### config.mk
export PLATFORM = sky130hd
export DESIGN_NAME = hvac_actuator_sequencer
export DESIGN_NICKNAME = d
export VERILOG_FILES = /design/src/rtl/hvac_pkg.sv /design/src/rtl/hvac_down_timer.sv /design/src/rtl/hvac_actuator_sequencer.sv
export SDC_FILE = /design/constraint.sdc
export NUM_CORES = 1
export LEC_CHECK = 0
export BUFFER_PORTS_ARGS = -buffer_cell sky130_fd_sc_hd__buf_2
export CAP_MARGIN = 20
export CORE_MARGIN = 2
export CORE_UTILIZATION = 45
export DETAILED_ROUTE_END_ITERATION = 8
export PLACE_DENSITY = 0.71
export REMOVE_ABC_BUFFERS = 1
export SETUP_SLACK_MARGIN = 0.05
export SLEW_MARGIN = 20
export SYNTH_ARGS = -nofsm -noshare
export SYNTH_HDL_FRONTEND = slang
export SYNTH_SLANG_ARGS = --single-unit
### constraint.sdc
create_clock -name clk -period 3.7 [get_ports clk]
set_input_delay 0.185 -clock clk [delete_from_list [all_inputs] [get_ports clk]]
set_output_delay 0.185 -clock clk [all_outputs]
set_load 0.03 [all_outputs]
### src/rtl/hvac_pkg.sv
// Shared types and default timing for the HVAC actuator sequencer.
package hvac_pkg;

  typedef enum logic [1:0] {
    ST_IDLE     = 2'b00,
    ST_FAN_PRE  = 2'b01,
    ST_RUN      = 2'b10,
    ST_FAN_POST = 2'b11
  } state_e;

  typedef enum logic {
    MODE_HEAT = 1'b0,
    MODE_COOL = 1'b1
  } mode_e;

  localparam int unsigned DEF_CNT_W        = 24;
  localparam int unsigned DEF_FAN_PRE_CYC  = 4;
  localparam int unsigned DEF_MIN_ON_CYC   = 10;
  localparam int unsigned DEF_FAN_POST_CYC = 3;
  localparam int unsigned DEF_MIN_OFF_CYC  = 20;

endpackage

### src/rtl/hvac_down_timer.sv
// Loadable down-counter that saturates at zero; used for phase timing and compressor hold-off.
module hvac_down_timer #(
  parameter int unsigned CNT_W = 24
) (
  input  logic             clk,
  input  logic             reset,
  input  logic             load,
  input  logic [CNT_W-1:0] load_val,
  input  logic [CNT_W-1:0] reset_val,
  output logic             zero
);

  logic [CNT_W-1:0] cnt_q;
  logic [CNT_W-1:0] cnt_d;

  // Load takes priority; otherwise count down and hold at zero.
  always_comb begin
    cnt_d = cnt_q;
    if (load) begin
      cnt_d = load_val;
    end else if (cnt_q != '0) begin
      cnt_d = cnt_q - CNT_W'(1);
    end
  end

  // Counter register; reset value is tied off by the instantiating block.
  always_ff @(posedge clk or posedge reset) begin
    if (reset) begin
      cnt_q <= reset_val;
    end else begin
      cnt_q <= cnt_d;
    end
  end

  assign zero = (cnt_q == '0);

endmodule

### src/rtl/hvac_actuator_sequencer.sv
// Sequences fan, heater and compressor from thermostat heat/cool demands with purge and protection timing.
module hvac_actuator_sequencer
  import hvac_pkg::*;
#(
  parameter int unsigned CNT_W        = DEF_CNT_W,
  parameter int unsigned FAN_PRE_CYC  = DEF_FAN_PRE_CYC,
  parameter int unsigned MIN_ON_CYC   = DEF_MIN_ON_CYC,
  parameter int unsigned FAN_POST_CYC = DEF_FAN_POST_CYC,
  parameter int unsigned MIN_OFF_CYC  = DEF_MIN_OFF_CYC
) (
  input  logic clk,
  input  logic reset,
  input  logic heating,
  input  logic cooling,
  output logic fan_en,
  output logic heater_en,
  output logic compressor_en,
  output logic cool_blocked,
  output logic conflict,
  output logic busy
);

  state_e state_q, state_d;
  mode_e  mode_q, mode_d;

  logic req_h, req_c, req_mode;
  logic done, comp_ready;
  logic tmr_load;
  logic [CNT_W-1:0] tmr_val;
  logic holdoff_load;

  logic fan_q, heater_q, comp_q, blocked_q, conflict_q;
  logic fan_d, heater_d, comp_d, blocked_d, conflict_d;

  // Simultaneous heat and cool demand is treated as no demand.
  assign req_h    = heating & ~cooling;
  assign req_c    = cooling & ~heating;
  assign req_mode = (mode_q == MODE_COOL) ? req_c : req_h;

  // Next-state, timer reload and registered-output next values.
  always_comb begin
    state_d  = state_q;
    mode_d   = mode_q;
    tmr_load = 1'b0;
    tmr_val  = '0;

    unique case (state_q)
      ST_IDLE: begin
        if (req_h) begin
          state_d = ST_FAN_PRE;
          mode_d  = MODE_HEAT;
        end else if (req_c && comp_ready) begin
          state_d = ST_FAN_PRE;
          mode_d  = MODE_COOL;
        end
      end
      ST_FAN_PRE: begin
        if (!req_mode) begin
          state_d = ST_FAN_POST;
        end else if (done) begin
          state_d = ST_RUN;
        end
      end
      ST_RUN: begin
        if (done && !req_mode) begin
          state_d = ST_FAN_POST;
        end
      end
      ST_FAN_POST: begin
        if (done) begin
          state_d = ST_IDLE;
        end
      end
      default: state_d = ST_IDLE;
    endcase

    // Every phase change restarts the phase timer at (duration - 1).
    if (state_d != state_q) begin
      tmr_load = 1'b1;
      unique case (state_d)
        ST_FAN_PRE:  tmr_val = CNT_W'(FAN_PRE_CYC - 1);
        ST_RUN:      tmr_val = CNT_W'(MIN_ON_CYC - 1);
        ST_FAN_POST: tmr_val = CNT_W'(FAN_POST_CYC - 1);
        default:     tmr_val = '0;
      endcase
    end

    fan_d      = (state_d != ST_IDLE);
    heater_d   = (state_d == ST_RUN) && (mode_d == MODE_HEAT);
    comp_d     = (state_d == ST_RUN) && (mode_d == MODE_COOL);
    blocked_d  = (state_q == ST_IDLE) && req_c && !comp_ready;
    conflict_d = heating & cooling;
  end

  // Hold-off restarts on the edge where the compressor drops.
  assign holdoff_load = comp_q & ~comp_d;

  // State, mode and all outputs share one register stage.
  always_ff @(posedge clk or posedge reset) begin
    if (reset) begin
      state_q    <= ST_IDLE;
      mode_q     <= MODE_HEAT;
      fan_q      <= 1'b0;
      heater_q   <= 1'b0;
      comp_q     <= 1'b0;
      blocked_q  <= 1'b0;
      conflict_q <= 1'b0;
    end else begin
      state_q    <= state_d;
      mode_q     <= mode_d;
      fan_q      <= fan_d;
      heater_q   <= heater_d;
      comp_q     <= comp_d;
      blocked_q  <= blocked_d;
      conflict_q <= conflict_d;
    end
  end

  hvac_down_timer #(.CNT_W(CNT_W)) u_state_timer (
    .clk       (clk),
    .reset     (reset),
    .load      (tmr_load),
    .load_val  (tmr_val),
    .reset_val ('0),
    .zero      (done)
  );

  // Starts loaded so the compressor is protected from power-up.
  hvac_down_timer #(.CNT_W(CNT_W)) u_holdoff_timer (
    .clk       (clk),
    .reset     (reset),
    .load      (holdoff_load),
    .load_val  (CNT_W'(MIN_OFF_CYC)),
    .reset_val (CNT_W'(MIN_OFF_CYC)),
    .zero      (comp_ready)
  );

  assign fan_en        = fan_q;
  assign heater_en     = heater_q;
  assign compressor_en = comp_q;
  assign cool_blocked  = blocked_q;
  assign conflict      = conflict_q;
  assign busy          = fan_q;

endmodule

### Word level (Yosys, flattened, before mapping)

Cells that the tools add are included.

* bits in registers: 56
* logic and storage cells: 60
* output and inout bits: 6
* input port bits: 4

* bitwise gates (word level): 8
* add/sub/neg operators: 2
* mux-type cells: 18
* reduce and logical (&&, ||, !) cells: 16
* equal/unequal tests: 7

Operators with widths (number)
* 2-to-1 mux 24 bit: 4
* zero test 24 bit: 2
* nonzero test 24 bit: 2
* subtractor 24 x 1 -> 24 bit (second input constant): 2
* 2-to-1 mux 2 bit: 6
* one-hot mux 4 bit (3 select lines): 1
* equality test 2 bit (second input constant): 4
* one-hot mux 2 bit (4 select lines): 1
* logical AND 1 bit: 6
* nonzero test 2 bit: 3
* 2-to-1 mux 1 bit: 5
* AND 1 bit: 4
* equality test 2 x 1 -> 1 bit (second input constant): 2
* 2-to-1 mux 4 bit: 1
* NOT 1 bit: 4
* zero test 1 bit: 2
* zero test 2 bit: 1
* inequality test 2 bit: 1

### Logic depth before layout (Yosys ltp)

* depth after elaboration: 12
* mapped depth: 12
* depth with buffers taken out: 10

### Worst setup path after synthesis

No wires, ideal clock.

* kind: reg2reg
* from: register u_holdoff_timer.cnt_q[10]
* to: register u_holdoff_timer.cnt_q[0]
* setup slack: 737 ps
* period minus slack after synthesis: 2963 ps
* buffers on the path: 2
* data arrival time: 2832 ps
* required time: 3568 ps
* library setup time: 132 ps
* cell stages (with the launch flop): 10
* path through: dfrtp_1 or4_4 or4_4 buf_6 o31ai_1 nor2_1 ha_1 a31oi_1 clkbuf_1 nor2_1

* word-level cells in the longest chain between the ends: 10
* elaborated cells between the ends (all ways): 15
* classes of those cells: 1 x eq/ne; 7 x mux; 2 x bitwise; 5 x reduce/logical

RTL lines
* start, declared: RTL line hvac_down_timer.sv:13 `logic [CNT_W-1:0] cnt_q;`
* start signal, assigned: RTL line hvac_down_timer.sv:29 `cnt_q <= reset_val;`
* start signal, assigned: RTL line hvac_down_timer.sv:31 `cnt_q <= cnt_d;`
* zero test 24 bit: RTL line hvac_down_timer.sv:35 `assign zero = (cnt_q == '0);`
* logical AND 1 bit: RTL line hvac_actuator_sequencer.sv:52 `end else if (req_c && comp_ready) begin`
* 2-to-1 mux 2 bit: RTL line hvac_actuator_sequencer.sv:52
* 2-to-1 mux 2 bit: RTL line hvac_actuator_sequencer.sv:49 `if (req_h) begin`
* one-hot mux 2 bit (4 select lines): RTL line hvac_actuator_sequencer.sv:47 `unique case (state_q)`
* equality test 2 bit: RTL line hvac_actuator_sequencer.sv:90 `comp_d = (state_d == ST_RUN) && (mode_d == MODE_COOL);`
* logical AND 1 bit: RTL line hvac_actuator_sequencer.sv:90
* NOT 1 bit: RTL line hvac_actuator_sequencer.sv:96 `assign holdoff_load = comp_q & ~comp_d;`
* AND 1 bit: RTL line hvac_actuator_sequencer.sv:96
* 2-to-1 mux 24 bit or nonzero test 2 bit (tied branches)

Several ways; a longest one is shown, not always the timed one.
A chain may end at the register's enable or synchronous reset.

### Final worst setup path

* from: register u_holdoff_timer.cnt_q[10]
* to: register u_holdoff_timer.cnt_q[6]

The elaborated chain is that of the path after synthesis.

==> key figures <==
Placed design
  • Routability cong.: about 0.84
  • Detail Placement HPWL: around 4400 um
  • Port bufs: 9

Routing
  • Vias: roughly 2500
  • Drt pass-1 iters: 4
  • WL final: 6120 um
  • Routed Antenna Nets: 0
  • Routed WL per cell: 15.1 um
  • Via/cell ratio: 6.09
  • Starting DRT DRC Count: ~130
  • DR DRC count: 0

Cells and area
  • Share of cells above drive strength 1: 0.125
  • Diodes inserted: 0
  • Filler Cell Count: between 500 and 600
  • Layout Area Growth over Synthesis: 8.94%
  • Nets: 337

Synth
  • Cell count after synthesis: 313
  • Most frequent cells after synthesis: 54 x dfrtp_1, 34 x nor2_1, 24 x a21oi_1
  • Area contributors post-synth: dfrtp_1 45%, nor2_1 4.2%, a21oi_1 4.0%
  • Synth area leader: dfrtp_1
  • Share of the synthesized area in the top cell type: 0.447
  • Sequential share of the synthesized area: 0.465
  • Synthesized flop and latch total: 56
  • Most numerous cell in the Yosys netlist: dfrtp_1
  • Synth Area per Inst: approximately 9.7 um2
  • Synthesis warning total: 0
  • Mapped cell area: a little over 3000 um2
  • Top FF cell, synth: dfrtp_1
  • EDFF count, synth: 0
  • Library cells used by synthesis: 50
  • Asr flop ratio synth: 1.00

Floorplan
  • Die footprint: roughly 7400 um2
  • FP Rows: 29
  • Die Ht: 85.9 um
  • Initial core utilization: 0.470
  • Die width: 85.9 um
  • Core Region: 6420 um2
  • I/O pins: 10

CTS
  • CTS tree: yes
  • Htree depth: 2
  • Clk_lat worst skew: 0.30 ns
  • Clock-pin slew on the worst setup and hold paths: between 0.1 and 0.15 ns
  • Root buf cell: clkbuf_8
  • Clock Path Buffers: 2
  • CTS sink count: 56
  • CTS resizes: 0
  • Num CTS Buffers: 5

Timing
  • F_max: around 320 MHz
  • Setup TNS: 0 ns
  • Crit path time final: slightly above 3 ns
  • Final setup viols: 0
  • Final Hold Vio Count: 0
  • RSZ-0062 raised after global routing: no
  • Final Cycle Share: 0.838
  • Final slew viol count: 0
  • Worst-Margin Slew: between 0.6 and 0.7 ns
  • Final Skew: roughly 0.016 ns
  • Relative slew margins: 0.544

GRT
  • Vias in the first global route: between 2000 and 2500
  • All-Layer GR Usage: 0.175
  • First-pass GRT wire length: between 10000 and 15000 um
  • Initial antenna violation count: 0
  • Pin count of the biggest net entering global routing: 35
  • Remaining global-route overflow: 0

Pwr
  • VDD IR max: 0.384 mV
  • Total power draw: about 2500 uW
  • Cell area power density: around 750 nW/um2
  • Leakage power: roughly 0.0013 uW

Worst setup path
  • CP Data Arrival Time: 3.28 ns
  • Worst setup SP type: flop
  • Crit-path max cell delay: approximately 0.56 ns
  • CP endpoint kind: flop
  • Worst-path maximum fanout: 22
  • CP cell instances: or4_4 -> or4_4 -> o31ai_1 -> nor2_1 -> ha_1 -> a31oi_1 -> buf_4 -> a311oi_1
  • CP delay by family, top: simple AND/OR/NAND/NOR gates
  • CP bufs+invs: 1
  • Crit Path Class: reg -> reg
  • Slowest cell on crit path: o31ai_1
  • Data required, critical path: between 3 and 4 ns
  • Cell mode on critical path: or4_4

Job
  • Max-Cap Viols: 0

Worst hold path
  • Hold Path Class: in -> reg

Status
  • Outcome: finished, final reports clean
## worst paths after layout
path,start,end,slack [ns],depth (start not counted)
worst min register to register,u_holdoff_timer.cnt_q[6]$_DFFE_PP0P_,u_holdoff_timer.cnt_q[6]$_DFFE_PP0P_,0.52,1
min in group asynchronous,reset,u_state_timer.cnt_q[5]$_DFFE_PP0P_,0.43,3
worst min-delay path,cooling,conflict$_DFF_PP0_,0.14,2
max in group asynchronous,reset,u_holdoff_timer.cnt_q[2]$_DFFE_PP1P_,2.43,4
worst max-delay path,u_holdoff_timer.cnt_q[10]$_DFFE_PP0P_,u_holdoff_timer.cnt_q[6]$_DFFE_PP0P_,0.60,8
worst max register to register,u_holdoff_timer.cnt_q[10]$_DFFE_PP0P_,u_holdoff_timer.cnt_q[6]$_DFFE_PP0P_,0.60,8
## cells in the final DEF (no fill, tap or decap), types with 9 or more instances in the layout
cell type	instances
xnor2_1	11
or3_1	15
dfrtp_1	54
o31ai_1	13
o21ai_0	20
or4_1	12
xor2_1	10
nor2_1	34
buf_2	9
buf_4	9
a21oi_1	24
nor4_1	9
## per-stage QoR
stage / hold slack [ns] / util / cells / setup slack [ns] / cell area [um2]
2_1_floorplan: 0.314 / - / 302 / 0.394 / 2970
3_3_place_gp: 0.230 / 0.494 / 397 / 0.719 / 3180
3_5_place_dp: 0.230 / 0.494 / 397 / 0.634 / 3180
4_1_cts: 0.128 / 0.513 / 406 / 0.611 / 3290
5_1_grt: 0.137 / 0.513 / 406 / 0.394 / 3290
6_report: 0.136 / 0.513 / 406 / 0.601 / 3290
## flip-flops by register name, indices dropped and copies added, names as in the netlist
| signal | count |
|---|---|
| heater_en | 1 |
| u_state_timer.cnt_q | 24 |
| conflict | 1 |
| compressor_en | 1 |
| u_holdoff_timer.cnt_q | 24 |
| cool_blocked | 1 |
| busy | 1 |
| state_q | 2 |
| mode_q | 1 |
## cell type report
type / count / area (um2) / share of cell area
clock buffers: 7 / 76.3 / 0.0232
clock inverters: 1 / 30.0 / 0.00912
inverters: 8 / 30.0 / 0.00912
multi-input cells: 238 / 1530 / 0.466
flip-flops and latches: 56 / 1400 / 0.426
well taps: 77 / 96.3 / 0.0293
repair buffers: 19 / 123 / 0.0372
## worst register-to-register path: stages, from the launching register on
cell	delay, ns
dfrtp_1	0.44
or4_4	0.55
or4_4	0.49
o31ai_1	0.57
nor2_1	0.16
ha_1	0.27
a31oi_1	0.14
buf_4	0.28
a311oi_1	0.08
## report_power, final
| group | internal (uW) | leakage (uW) | switching (uW) | total [uW] |
|---|---|---|---|---|
| clock network | 203 | 0.0000524 | 192 | 395 |
| registers | 865 | 0.000704 | 284 | 1150 |
| logic | 406 | 0.000584 | 524 | 930 |
## per-layer routing
layer | vias to the layer above | track usage | part of all wire
li1 | 1208 | - | -
met1 | 1234 | 0.221 | 0.46
met4 | 0 | 0.0491 | 0.0093
met3 | 6 | 0.0298 | 0.018
met5 | - | 0 | 0
met2 | 25 | 0.308 | 0.51
## repair_timing
action                                 in CTS  in global routing
setup buffers                               0                  0
hold buffers                                1                  0
endpoints found under the hold margin      22                  0
## logic make-up after synthesis
family,after synthesis,share of synthesized area
compound gates,83,0.172
xor+xnor,21,0.0609
mux,2,0.00704
fa+ha+maj,5,0.0207
buf+inv,19,0.0282
simple gates,127,0.246
flops,56,0.465
Power figures use the tool's default switching activity.
